## src/rtl/hex_entry_pkg.sv

```systemverilog
`default_nettype none
// ============================================================================
// Module      : hex_entry_pkg
// Description : Shared types, constants and nibble helper for the hex entry
//               front end (state and action encodings, button indices).
// Revision    : 1.0 - initial release
// ============================================================================
package hex_entry_pkg;

  typedef enum logic {
    IDLE = 1'b0,
    EDIT = 1'b1
  } state_t;

  localparam int NUM_DIGITS = 8;
  localparam int CURSOR_W   = 3;
  localparam int VALUE_W    = NUM_DIGITS * 4;

  typedef enum logic [2:0] {
    ACT_NONE = 3'd0,
    ACT_C    = 3'd1,
    ACT_U    = 3'd2,
    ACT_D    = 3'd3,
    ACT_L    = 3'd4,
    ACT_R    = 3'd5
  } action_t;

  // Bit positions of the buttons inside the debouncer vectors
  localparam int BTN_R    = 0;
  localparam int BTN_L    = 1;
  localparam int BTN_D    = 2;
  localparam int BTN_U    = 3;
  localparam int BTN_C    = 4;
  localparam int NUM_BTNS = 5;

  // Step one nibble of a word up or down by one, modulo 16; other nibbles kept
  function automatic logic [VALUE_W-1:0] nibble_step(
    input logic [VALUE_W-1:0]  val,
    input logic [CURSOR_W-1:0] idx,
    input logic                up
  );
    logic [3:0]         nib;
    logic [VALUE_W-1:0] res;
    res = val;
    nib = val[{idx, 2'b00} +: 4];
    res[{idx, 2'b00} +: 4] = up ? (nib + 4'd1) : (nib - 4'd1);
    return res;
  endfunction

endpackage
`default_nettype wire

```

## src/rtl/btn_debounce.sv

```systemverilog
`default_nettype none
// ============================================================================
// Module      : btn_debounce
// Description : Two-flop synchroniser followed by a stability counter. The
//               debounced level changes only after the synchronised input has
//               disagreed with it for DEBOUNCE_CYCLES consecutive cycles; a
//               registered one-cycle pulse marks every 0->1 level change.
// Revision    : 1.0 - initial release
// ============================================================================
module btn_debounce #(
  parameter int DEBOUNCE_CYCLES = 1000000
) (
  input  logic clk,
  input  logic rst_n,
  input  logic btn_raw,
  output logic btn_level,
  output logic btn_pulse
);

  localparam int                CNT_W    = $clog2(DEBOUNCE_CYCLES + 1);
  localparam logic [CNT_W-1:0]  CNT_LAST = CNT_W'(DEBOUNCE_CYCLES - 1);

  logic             sync1;
  logic             sync2;
  logic             stable;
  logic             pulse;
  logic [CNT_W-1:0] cnt;

  // Bring the asynchronous button into the clock domain
  always_ff @(posedge clk or negedge rst_n) begin
    if (!rst_n) begin
      sync1 <= 1'b0;
      sync2 <= 1'b0;
    end else begin
      sync1 <= btn_raw;
      sync2 <= sync1;
    end
  end

  // Count consecutive disagreeing cycles; flip the level on the last one
  always_ff @(posedge clk or negedge rst_n) begin
    if (!rst_n) begin
      stable <= 1'b0;
      pulse  <= 1'b0;
      cnt    <= '0;
    end else if (sync2 == stable) begin
      cnt    <= '0;
      pulse  <= 1'b0;
    end else if (cnt == CNT_LAST) begin
      stable <= sync2;
      cnt    <= '0;
      pulse  <= sync2;
    end else begin
      cnt    <= cnt + CNT_W'(1);
      pulse  <= 1'b0;
    end
  end

  assign btn_level = stable;
  assign btn_pulse = pulse;

endmodule
`default_nettype wire

```

## src/rtl/hex_entry_fsm.sv

```systemverilog
`default_nettype none
// ============================================================================
// Module      : hex_entry_fsm
// Description : Five-button 32-bit hex value editor. Debounced presses are
//               prioritised into one action per cycle that drives an
//               IDLE/EDIT machine; a 4-digit window of the value and a blinking
//               cursor mask feed the hex display driver, and commits are
//               flagged with a one-cycle valid pulse.
// Revision    : 1.0 - initial release
// ============================================================================
module hex_entry_fsm
  import hex_entry_pkg::*;
#(
  parameter int DEBOUNCE_CYCLES = 1000000,
  parameter int BLINK_BITS      = 24
) (
  input  logic                clk,
  input  logic                rst_n,
  input  logic                btnU,
  input  logic                btnD,
  input  logic                btnL,
  input  logic                btnR,
  input  logic                btnC,
  output logic [VALUE_W-1:0]  value_out,
  output logic                value_valid,
  output logic [15:0]         disp_word,
  output logic [3:0]          digit_blank,
  output logic [CURSOR_W-1:0] cursor,
  output logic                editing
);

  logic [NUM_BTNS-1:0]   btn_raw;
  logic [NUM_BTNS-1:0]   btn_pulse;
  logic [NUM_BTNS-1:0]   btn_level_unused;

  action_t               action;
  state_t                state;
  state_t                state_next;
  logic [VALUE_W-1:0]    edit_val;
  logic [VALUE_W-1:0]    edit_next;
  logic [VALUE_W-1:0]    value_next;
  logic [CURSOR_W-1:0]   cursor_next;
  logic                  window;
  logic                  window_next;
  logic                  valid_next;
  logic [BLINK_BITS-1:0] blink_cnt;
  logic [VALUE_W-1:0]    shown_val;

  assign btn_raw[BTN_R] = btnR;
  assign btn_raw[BTN_L] = btnL;
  assign btn_raw[BTN_D] = btnD;
  assign btn_raw[BTN_U] = btnU;
  assign btn_raw[BTN_C] = btnC;

  for (genvar g = 0; g < NUM_BTNS; g++) begin : g_btn
    btn_debounce #(
      .DEBOUNCE_CYCLES(DEBOUNCE_CYCLES)
    ) u_debounce (
      .clk       (clk),
      .rst_n     (rst_n),
      .btn_raw   (btn_raw[g]),
      .btn_level (btn_level_unused[g]),
      .btn_pulse (btn_pulse[g])
    );
  end

  // Fixed-priority pick of one action; losing pulses are simply dropped
  always_comb begin
    action = ACT_NONE;
    if (btn_pulse[BTN_C])      action = ACT_C;
    else if (btn_pulse[BTN_U]) action = ACT_U;
    else if (btn_pulse[BTN_D]) action = ACT_D;
    else if (btn_pulse[BTN_L]) action = ACT_L;
    else if (btn_pulse[BTN_R]) action = ACT_R;
  end

  // Next-state and next-value logic for the edit machine
  always_comb begin
    state_next  = state;
    edit_next   = edit_val;
    value_next  = value_out;
    cursor_next = cursor;
    window_next = window;
    valid_next  = 1'b0;
    case (state)
      IDLE: begin
        case (action)
          ACT_C: begin
            edit_next   = value_out;
            cursor_next = '0;
            window_next = 1'b0;
            state_next  = EDIT;
          end
          ACT_L:   window_next = 1'b1;
          ACT_R:   window_next = 1'b0;
          default: ;
        endcase
      end
      EDIT: begin
        case (action)
          ACT_U: edit_next = nibble_step(edit_val, cursor, 1'b1);
          ACT_D: edit_next = nibble_step(edit_val, cursor, 1'b0);
          ACT_L: begin
            cursor_next = cursor + CURSOR_W'(1);
            window_next = cursor_next[CURSOR_W-1];
          end
          ACT_R: begin
            cursor_next = cursor - CURSOR_W'(1);
            window_next = cursor_next[CURSOR_W-1];
          end
          ACT_C: begin
            value_next  = edit_val;
            valid_next  = 1'b1;
            state_next  = IDLE;
          end
          default: ;
        endcase
      end
      default: state_next = IDLE;
    endcase
  end

  // State and datapath registers
  always_ff @(posedge clk or negedge rst_n) begin
    if (!rst_n) begin
      state       <= IDLE;
      edit_val    <= '0;
      value_out   <= '0;
      cursor      <= '0;
      window      <= 1'b0;
      value_valid <= 1'b0;
    end else begin
      state       <= state_next;
      edit_val    <= edit_next;
      value_out   <= value_next;
      cursor      <= cursor_next;
      window      <= window_next;
      value_valid <= valid_next;
    end
  end

  // Free-running blink phase generator
  always_ff @(posedge clk or negedge rst_n) begin
    if (!rst_n) begin
      blink_cnt <= '0;
    end else begin
      blink_cnt <= blink_cnt + BLINK_BITS'(1);
    end
  end

  // Display mux: edited value while editing, committed value otherwise
  always_comb begin
    editing     = (state == EDIT);
    shown_val   = editing ? edit_val : value_out;
    disp_word   = window ? shown_val[31:16] : shown_val[15:0];
    digit_blank = 4'b0000;
    if (editing) begin
      digit_blank[cursor[1:0]] = blink_cnt[BLINK_BITS-1];
    end
  end

endmodule
`default_nettype wire

```

## config.mk

```make
export PLATFORM = sky130hd
export DESIGN_NAME = hex_entry_fsm
export DESIGN_NICKNAME = d
export VERILOG_FILES = /design/src/rtl/hex_entry_pkg.sv /design/src/rtl/btn_debounce.sv /design/src/rtl/hex_entry_fsm.sv
export SDC_FILE = /design/constraint.sdc
export NUM_CORES = 1
export LEC_CHECK = 0
export CAP_MARGIN = 5
export CORE_MARGIN = 5
export CORE_UTILIZATION = 54
export DETAILED_ROUTE_END_ITERATION = 16
export PLACE_DENSITY = 0.82
export RECOVER_POWER = 25
export SYNTH_ARGS = -nofsm -noshare
export SYNTH_HDL_FRONTEND = slang
export SYNTH_SLANG_ARGS = --single-unit
```

## constraint.sdc

```tcl
create_clock -name clk -period 2.7 [get_ports clk]
set_clock_uncertainty 0.1 [all_clocks]
set_input_delay 0.54 -clock clk [delete_from_list [all_inputs] [get_ports clk]]
set_output_delay 0.54 -clock clk [all_outputs]
set_load 0.02 [all_outputs]
```

* Word level (Yosys, flattened, before mapping)
Index checks and enable logic that the tools add are counted.
Storage, ports and cells: flip-flop bits (word level) 214, bits of input ports 7, output and inout port bits 57, logic and storage cells 131
Operators by class: add/subtract/negate cells 11, order comparisons 2, equality and inequality tests 19, shifts and indexed selects 4, muxes and demuxes 45, bitwise operators 7, reductions and logical operators 11
Operator list (count):
- $mux 20 | 10
- $pmux 32 s2 | 2
- $add 20x1->20 const B | 5
- $eq 20x20->1 const B | 5
- $bwmux 32 | 2
- $mux 32 | 2
- $shiftx 4x7->32 | 2
- $shift 4x7->32 const A | 1
- $shiftx 32x6->4 | 1
- $add 24x1->24 const B | 1
- $mux 3 | 6
- $reduce_and 2->1 | 9
- $mux 16 | 1
- $mux 1 | 14
- $pmux 3 s2 | 2
- $pmux 1 s2 | 4
- $neg 5->7 | 1
- $eq 3x2->1 const B | 2
- $eq 3x3->1 const B | 2
- $ne 3x1->1 const B | 2
- $not 1->1 | 6
- $eq 1x1->1 | 5
- $add 4x1->4 const B | 1
- $and 4x4->4 | 1
- 12 further kinds | 12

* Longest topological paths before layout
depth after elaboration 9, gate-level depth with buffers 11

* Hierarchy
Synthesis repeated with hierarchy kept, for this count alone.
Second synthesis, totals: cell total of the unflattened synthesis 1009, area, all modules 10701.5 µm²
By module, submodules not included:
- hex_entry_fsm | times used 1, cells an instance 435, area an instance 5019.8 µm²
- btn_debounce at g_btn[0].u_debounce ... | times used 4, cells an instance 116, area an instance 1136.1 µm²
- btn_debounce at g_btn[3].u_debounce | times used 1, cells an instance 110, area an instance 1137.3 µm²

* Worst setup path before layout
Ideal clock, no wire load.
path kind register -> register, from register cursor[0], to register edit_val[13], setup time 0.125 ns, data arrival time 2.652 ns, slack -0.176 ns, stages on the path, launching flop included 9, period minus slack after synthesis 2.876 ns, path through dfrtp_1 -> mux4_1 -> mux2_2 -> clkbuf_1 -> inv_1 -> ha_1 -> xnor2_1 -> o2bb2ai_1 -> mux2_2
Between the ends: cells in the longest elaborated chain, start to end 6
RTL lines:
- start: declaration | line hex_entry_fsm.sv:28 | output logic [CURSOR_W-1:0] cursor,
- start signal: assignment | line hex_entry_fsm.sv:136 | cursor <= cursor_next;
- $shiftx 32x6->4 | line hex_entry_pkg.sv:45 | nib = val[{idx, 2'b00} +: 4];
- $sub 4x1->4 or $add 4x1->4 (tied branches)
- $shiftx 4x7->32 | line hex_entry_pkg.sv:46 | res[{idx, 2'b00} +: 4] = up ? (nib + 4'd1) : (nib - 4'd1);
- $bwmux 32 | line hex_entry_pkg.sv:46
- $pmux 32 s2 * | line hex_entry_fsm.sv:100 | case (action)
- $pmux 32 s2 * | line hex_entry_fsm.sv:85 | case (state)
- end signal: assignment | line hex_entry_fsm.sv:134 | edit_val <= edit_next;
- end: declaration | line hex_entry_fsm.sv:39 | logic [VALUE_W-1:0] edit_val;
Every way passes the cells marked *; elsewhere a longest branch is shown, timed or not. A chain may end at the register's enable or synchronous reset.

* Worst setup path after layout
from register cursor[0], to register edit_val[29]
Same word-level chain as after synthesis.

==> impl_results.md <==
* Top_reg_cell synth: dfrtp_1
* Die X at 149 um
* CP startpoint kind: flip-flop
* Peak Freq at 376 MHz
* Die H at 149 um
* Cell variety after synth at 58
* Clock Path Buffers at 3
* Failing checks: max-capacitance violations, max-slew violations
* Avg Synthesized Cell Area at 11.0 um^2
* Maxcap violations at 1
* Skew-Pair Late Insertion Delay at 520 ps
* Mapped Cells at 945
* Kind of end point of the critical path: flip-flop
* Critical-path maximum fanout at 8
* GRT Total Usage at 20.7%
* Largest net degree at the start of global routing at 76
* Critical path class: flip-flop to flip-flop
* Worst hold path class: flip-flop to flip-flop
* GRT overflow at 0
* Via-to-Cell Ratio at 5.74
* Syn_nets at 967
* First-pass GRT wire length at 38000 um
* Yosys reg bits at 214
* Area of the die at 22100 um^2
* Rows at 50
* Leakage power at 5.61 nW
* Post-synth top area cell: dfrtp_1
* Fin. Hold Viols at 0
* CTS tree: yes
* Area contributors post-synth: dfrtp_1, xor2_1, nor2_1
* Post-synth top cells: dfrtp_1, nor2_1, nand2_1
* Worst EP arrival at 2960 ps
* I/O pin total at 64
* WL final at 22900 um
* Tot Pwr at 6.95 mW
* Vias in the first global route at 7446
* Clock H-tree levels at 1
* Layout cells sized above 1 at 15.6%
* Least-Margin Pin Slew at 1770 ps
* Core ar. at 18800 um^2
* Antenna violations before repair at 0
* RePlAce Congestion at 0.932
* DR vias at 7580
* Cell Area, Synth at 10400 um^2
* Top-count cell post-synth: dfrtp_1
* DRC at 0
* Routed Antenna Nets at 0
* Worst VDD drop at 0.000478 V
* Outcome: complete, but fails checks
* PD cells at 559 nW/um^2
* Clk sinks at 214
* Crit path time final at 2660 ps
* Slew headroom at -17.7%
* Pre-CTS setup slack at -86.7 ps
* Initial Util at 55.0%
* Area Growth Syn to Fin at 20.1%
* Share of flip-flops with an asynchronous set or reset at 100%
* TritonRoute pass-1 iters at 5
* Hpwl dp at 15000 um
* CTS clk-pin slew, worst paths at 70 ps
* CTS Buf Count at 24
* Tcrit/Tclk final at 98.6%
* Register area share after synthesis at 51.7%
* Ant. Diodes at 0
* Post-synth EDFFs at 0
* DR WL/cell at 17.3 um
* Pins Over Slew Limit at 74
* CP required at 3000 ps
* # setup viols final at 0
* Yosys warns at 0
* Number of port buffers at 63
* Top cell type's share of synthesized area at 51.7%
* Final nets at 1065
* PnR worst setup slack at 37.5 ps
* CTS Root Cell: clkbuf_16
* Starting DRC count in detailed routing at 641
==> flip-flops by register name, indices dropped and copies added (netlist names) <==
register,cells
window,1
g_btn.u_debounce.btn_pulse,5
g_btn.u_debounce.cnt,100
g_btn.u_debounce.sync1,5
value_valid,1
g_btn.u_debounce.sync2,5
cursor,3
blink_cnt,24
edit_val,32
g_btn.u_debounce.btn_level,5
value_out,32
editing,1
==> where the power goes <==
part	leakage (nW)	switching (mW)	total [mW]	internal (mW)
logic	2.24	0.103	0.141	0.0380
clock network	0.426	1.33	3.55	2.23
registers	2.94	0.0237	3.26	3.23
==> final timing paths <==
kind,slack [ps],end,cells past startpoint,start
hold reg to reg,250,g_btn[0].u_debounce.sync2,0,g_btn[0].u_debounce.sync1
min in group asynchronous,960,g_btn[3].u_debounce.cnt[10],2,rst_n
max in group asynchronous,420,blink_cnt[2],3,rst_n
setup / recovery,40,edit_val[29],9,cursor[0]
setup reg to reg,40,edit_val[29],9,cursor[0]
hold / removal,250,g_btn[0].u_debounce.sync2,0,g_btn[0].u_debounce.sync1
==> critical path, stage by stage, from the launching register on <==
cell and delay (ps):
dfrtp_2 490, mux4_2 560, mux2_4 320, inv_1 60
ha_1 280, xnor2_4 330, buf_4 180, nor2_1 40
a21oi_1 110, a21oi_1 80
==> through the flow <==
| step | area (um^2) | hold WS [ps] | utilization [%] | cells | TNS (ps) |
|---|---|---|---|---|---|
| floorplan | 10400 | 144 | - | 945 | 0 |
| global placement | 11500 | 236 | 61.1 | 1270 | 0 |
| detailed placement | 11500 | 236 | 61.1 | 1270 | -264 |
| CTS | 12400 | 248 | 65.7 | 1315 | 0 |
| global route | 12400 | 265 | 66.1 | 1321 | -60.1 |
| finish | 12400 | 247 | 66.1 | 1321 | 0 |
==> kinds of logic after synthesis <==
family,Yosys count,share of synthesized area [%]
AOI/OAI and AO/OA,85,5.34
xor gates and xnor gates,119,10.1
adders and majority gates,15,1.81
buffers and inverters,47,1.85
DFF,214,51.7
muxes,72,10.7
and+or+nand+nor,393,18.6
==> cell type report <==
cell class,count,area [um^2]
repair buffers,100,955
fillers,1383,6390
inverters,19,71.3
multi-input cells,684,4860
clock buffers,31,667
flip-flops and latches,214,5360
well taps,260,325
clock inverters,13,210
==> cells in the final DEF (no fill, tap or decap), drive strengths merged, types with 13 or more instances in the layout <==
cell           count
nor2             151
dlygate4sd2       18
xor2              66
inv               19
clkdlybuf4s50     37
buf               36
xnor2             53
mux2              44
a21oi             36
ha                15
and3              24
nand4             23
nand2             70
and4              13
clkbuf            33
nand3             54
dfrtp            214
mux4              24
==> metal layers <==
layer,share of wire [%],wire [um],GRT usage [%],vias to the layer above
li1,-,-,-,3529
met1,42,9690,28.9,3746
met2,48,10900,33.2,244
met3,6.4,1470,3.87,61
met4,3.4,781,6.51,0
met5,0,0,0,-
==> what timing repair did <==
item,4_1_cts,5_1_grt
pin swaps,1,2
cloned,0,1
endpoints found under the hold margin,71,0
hold buffers,1,0
resized for setup,26,9
setup endpoints to repair,24,22
setup buffers,0,5
Power figures use the tool's default switching activity.
